<file path="src/rtl/lane_buffer_arbiter.sv">
// Round-robin arbiter sharing one WIDTH-lane inverting buffer bank between NUM_REQ requesters.
// Optional per-grant beat limit enabled by defining LANE_ARB_BURST_LIMIT_EN.
module lane_buffer_arbiter #(
  parameter int NUM_REQ   = 4,
  parameter int WIDTH     = 8,
  parameter int MAX_BURST = 16
) (
  input  logic                     clk,
  input  logic                     reset,
  input  logic [NUM_REQ-1:0]       req,
  input  logic [NUM_REQ*WIDTH-1:0] req_data,
  input  logic [NUM_REQ-1:0]       req_last,
  output logic [NUM_REQ-1:0]       gnt,
  output logic [WIDTH-1:0]         out_data,
  output logic                     out_valid,
  output logic [2:0]               out_owner
);

  localparam int IDX_W = $clog2(NUM_REQ);

  if (NUM_REQ < 2 || NUM_REQ > 8 || MAX_BURST < 1) begin : g_param_check
    $error("lane_buffer_arbiter: NUM_REQ must be 2..8 and MAX_BURST >= 1");
  end

  typedef enum logic {
    IDLE,
    BUSY
  } state_t;

  state_t             state_q;
  logic [NUM_REQ-1:0] gnt_q;
  logic [IDX_W-1:0]   owner_q;
  logic [IDX_W-1:0]   ptr_q;
  logic [WIDTH-1:0]   out_data_q;
  logic               out_valid_q;
  logic [2:0]         out_owner_q;

  logic [WIDTH-1:0]   sel_slice;
  logic [WIDTH-1:0]   out_data_d;
  logic               pick_found;
  logic [IDX_W-1:0]   pick_idx;
  logic               beat_acc;
  logic               beat_last;

  // First requester at or after ptr+1, wrapping modulo NUM_REQ.
  always_comb begin
    int unsigned idx;
    idx        = 0;
    pick_found = 1'b0;
    pick_idx   = '0;
    for (int unsigned i = 1; i <= NUM_REQ; i++) begin
      idx = (32'(ptr_q) + i) % NUM_REQ;
      if (!pick_found && req[IDX_W'(idx)]) begin
        pick_found = 1'b1;
        pick_idx   = IDX_W'(idx);
      end
    end
  end

  always_comb begin
    sel_slice = req_data[int'(owner_q)*WIDTH +: WIDTH];
  end

  for (genvar l = 0; l < WIDTH; l++) begin : g_lane
    assign out_data_d[l] = ~sel_slice[l];
  end

  assign beat_acc = (state_q == BUSY) && req[owner_q] && gnt_q[owner_q];

`ifdef LANE_ARB_BURST_LIMIT_EN
  localparam int CNT_W = (MAX_BURST > 1) ? $clog2(MAX_BURST) : 1;

  logic [CNT_W-1:0] beat_cnt_q;

  assign beat_last = req_last[owner_q] || (beat_cnt_q == CNT_W'(MAX_BURST - 1));

  always_ff @(posedge clk) begin
    if (reset) begin
      beat_cnt_q <= '0;
    end else if (state_q == IDLE) begin
      beat_cnt_q <= '0;
    end else if (beat_acc) begin
      beat_cnt_q <= beat_cnt_q + 1'b1;
    end
  end
`else
  assign beat_last = req_last[owner_q];
`endif

  always_ff @(posedge clk) begin
    if (reset) begin
      state_q     <= IDLE;
      gnt_q       <= '0;
      owner_q     <= '0;
      ptr_q       <= IDX_W'(NUM_REQ - 1);
      out_data_q  <= '0;
      out_valid_q <= 1'b0;
      out_owner_q <= '0;
    end else begin
      case (state_q)
        IDLE: begin
          out_valid_q <= 1'b0;
          if (pick_found) begin
            gnt_q   <= NUM_REQ'(1) << pick_idx;
            owner_q <= pick_idx;
            state_q <= BUSY;
          end
        end
        BUSY: begin
          if (beat_acc) begin
            out_data_q  <= out_data_d;
            out_valid_q <= 1'b1;
            out_owner_q <= 3'(owner_q);
            if (beat_last) begin
              ptr_q   <= owner_q;
              gnt_q   <= '0;
              state_q <= IDLE;
            end
          end else begin
            out_valid_q <= 1'b0;
          end
        end
        default: begin
          state_q <= IDLE;
          gnt_q   <= '0;
        end
      endcase
    end
  end

  assign gnt       = gnt_q;
  assign out_data  = out_data_q;
  assign out_valid = out_valid_q;
  assign out_owner = out_owner_q;

endmodule

</file>
<file path="config.mk">
export PLATFORM = sky130hd
export DESIGN_NAME = lane_buffer_arbiter
export DESIGN_NICKNAME = d
export VERILOG_FILES = /design/src/rtl/lane_buffer_arbiter.sv
export SDC_FILE = /design/constraint.sdc
export NUM_CORES = 1
export LEC_CHECK = 0
export BUFFER_PORTS_ARGS = -buffer_cell sky130_fd_sc_hd__buf_2
export CAP_MARGIN = 20
export CORE_MARGIN = 4
export CORE_UTILIZATION = 30
export CTS_CLUSTER_DIAMETER = 150
export DETAILED_ROUTE_END_ITERATION = 7
export PLACE_DENSITY = 0.57
export SYNTH_ARGS = -nofsm -noshare
export SYNTH_HDL_FRONTEND = slang
export SYNTH_SLANG_ARGS = --single-unit
</file>
<file path="constraint.sdc">
create_clock -name clk -period 1.4 [get_ports clk]
set_input_delay 0.07 -clock clk [delete_from_list [all_inputs] [get_ports clk]]
set_output_delay 0.07 -clock clk [all_outputs]
set_load 0.05 [all_outputs]
</file>
==> results.txt <==
outcome = complete, but fails checks
failing checks = setup timing
# rows = 22
critical path class = reg2reg
final worst slack = -0.0472 ns
crit path launch type = register
area of the multi-input gates = 764 um^2
Area Overhead vs Synth = 49.8%
Root Driver = clkbuf_8
fin. max-slew vios = 0
Starting Density = 0.315
number of clock sinks = 20
final WL = 3650 um
placed cell area = 1620 um^2
Wirelength per Cell = 15.5 um
Skew-Pair Late Insertion Delay = 0.25 ns
Antenna diodes = 0
WP data required = 1.55 ns
Mean Syn Cell Area = 10.3 um^2
period utilization = 1.03
gpl congestion = 0.898
largest family of logic cells by synthesized area = compound AO/OA/AOI/OAI gates
Post-synth EDFFs = 0
Post-route DRC = 0
unrepaired setup endpoints after global routing = true
cts hold-fix bufs = 0
FF/Latch Area = 418 um^2
post-route minimum period = 1.45 ns
final hold slack = 0.132 ns
Top-Level Pins = 58
commonest non-fill, non-tap cell in the layout = buf_2
Longest Clk Path Bufs = 2
Critical Path AT = 1.59 ns
highest-count cells in the layout ignoring fill and taps = 56 x buf_2, 15 x buf_4, 12 x dfxtp_1
prevailing post-synth register cell = dfxtp_1
largest net degree at the start of global routing = 12
max frequency = 691 MHz
Synthesized Nets = 157
First-pass DRT Iterations = 4
Layout fillers = 384
Synth Area in Simple Gates = 0.191
Worst Hold Class = in2reg
max-cap violations = 0
leading area contributor after synthesis = dfxtp_1
number of global-route vias before repair = 1,193
Post-Synth XOR/XNOR Area = 0
Clk pin slew, worst setup/hold paths = 0.07 ns
CTS tree = built
Critical Path Fanout Max = 7
PortBufs = 56
H-tree Lvls = 1
Setup crit end kind = register
hpwl dp = 2920 um
Final nets = 231
Synth area leaders = dfxtp_1 34%, mux4_2 15%, a211oi_1 5.7%
post-synth cell types = 37
initial antenna violation count = 0
die width = 70.7 um
PwrDens = 785 nW/um^2
global-route usage over all layers = 0.137
area share of the largest cell type after synthesis = 0.339
total grt overflow = 0
Worst R2R Setup Slack = -0.05 ns
core box area = 3740 um^2
Static Leak = 0.754 nW
Layout Skew = 0.00201 ns
CTS Buf Count = 3
wire length of the first global-routing pass = 5600 um
Vias = 1,240
mux cell area share after synthesis = 0.187
Worst VDD drop = 0.295 mV
Cells after Synth = 115
setup violators final = 2
fraction of layout cells with a size suffix above 1 = 0.580
Yosys reg bits = 20
post-route ant nets = 0
die area = 5000 um^2
Final Hold Viols = 0
Synth Warn # = 0
Post-Layout Inst Area = 1770 um^2
register area share after synthesis = 0.339
Compound-Gate Fraction of Synth Area = 0.226
routed vias/inst = 5.25
share of synthesized flip-flops with an asynchronous set or reset = 0
Die Y = 70.7 um
Synth Area in Adders = 0
cell area after synthesis = 1180 um^2
Initial DRC Count = 39
setup TNS = -0.0546 ns
-- per-layer routing --
layer | vias up | track usage | routed length [um]
met1 | 594 | 0.174 | 1550
met2 | 48 | 0.233 | 1780
met3 | 4 | 0.0412 | 296
met4 | 0 | 0.0251 | 20
li1 | 594 | - | -
met5 | - | 0 | 0
-- flip-flops by register name, summed over array words and instances (netlist names) --
name / cells
out_data: 8
state_q: 1
ptr_q: 2
gnt: 4
out_owner: 2
out_valid: 1
owner_q: 2
-- synth_stat cells, drive strengths merged (2+ instances only) --
cell type  instances
dfxtp             20
a211oi            10
nor3               9
mux4               8
a21oi              7
nand3b             7
nor2               6
buf                5
nand2              5
mux2i              4
nand3              4
clkbuf             3
a211o              2
inv                2
nor2b              2
o21ai              2
o22ai              2
o32ai              2
-- critical path, cell delays in order (launching register included) --
cell	delay (ns)
dfxtp_4	0.38
nand3b_4	0.17
a21o_1	0.20
or4_1	0.47
o31a_1	0.12
-- cells by family (layout without fill, tap and decap cells) --
group	count (synthesis)	in the layout
other	1	1
AND/OR/NAND/NOR	39	39
buffers and inverters	10	83
multiplexers	12	12
flip-flops	20	20
AO/OA/AOI/OAI	33	33
-- where the power goes --
group	internal [mW]	switching (mW)
Combinational	0.188	0.205
Sequential	0.591	0.0231
Clock	0.195	0.185
-- final timing paths --
check	from	cells after the start	end
min reg2reg	out_owner[0]	2	out_owner[0]
min	reset	2	out_owner[0]
max reg2reg	owner_q[1]	4	ptr_q[0]
max	owner_q[1]	4	ptr_q[0]
-- stage by stage --
stage	cells	power, mW	util	setup slack (ns)
5_1_grt	236	1.45	0.472	-0.0984
6_report	236	1.39	0.472	-0.0472
3_5_place_dp	227	0.998	0.432	-0.151
3_3_place_gp	227	0.993	0.432	-0.0783
4_1_cts	232	1.39	0.449	-0.0465
2_1_floorplan	115	0.856	-	-0.0601
-- timing repair --
item | in CTS | in global routing
pin swaps | 1 | 10
resized for setup | 4 | 14
buffers inserted | 1 | 4
endpoints found under the setup margin | 16 | 15
-- area by class of cell --
class,instances,area share
multi-input cells,85,0.432
flip-flops and latches,20,0.236
well taps,48,0.0340
inverters,2,0.00425
repair buffers,77,0.268
clock buffers,3,0.0234
clock inverters,1,0.00212
Power figures use the tool's default switching activity.
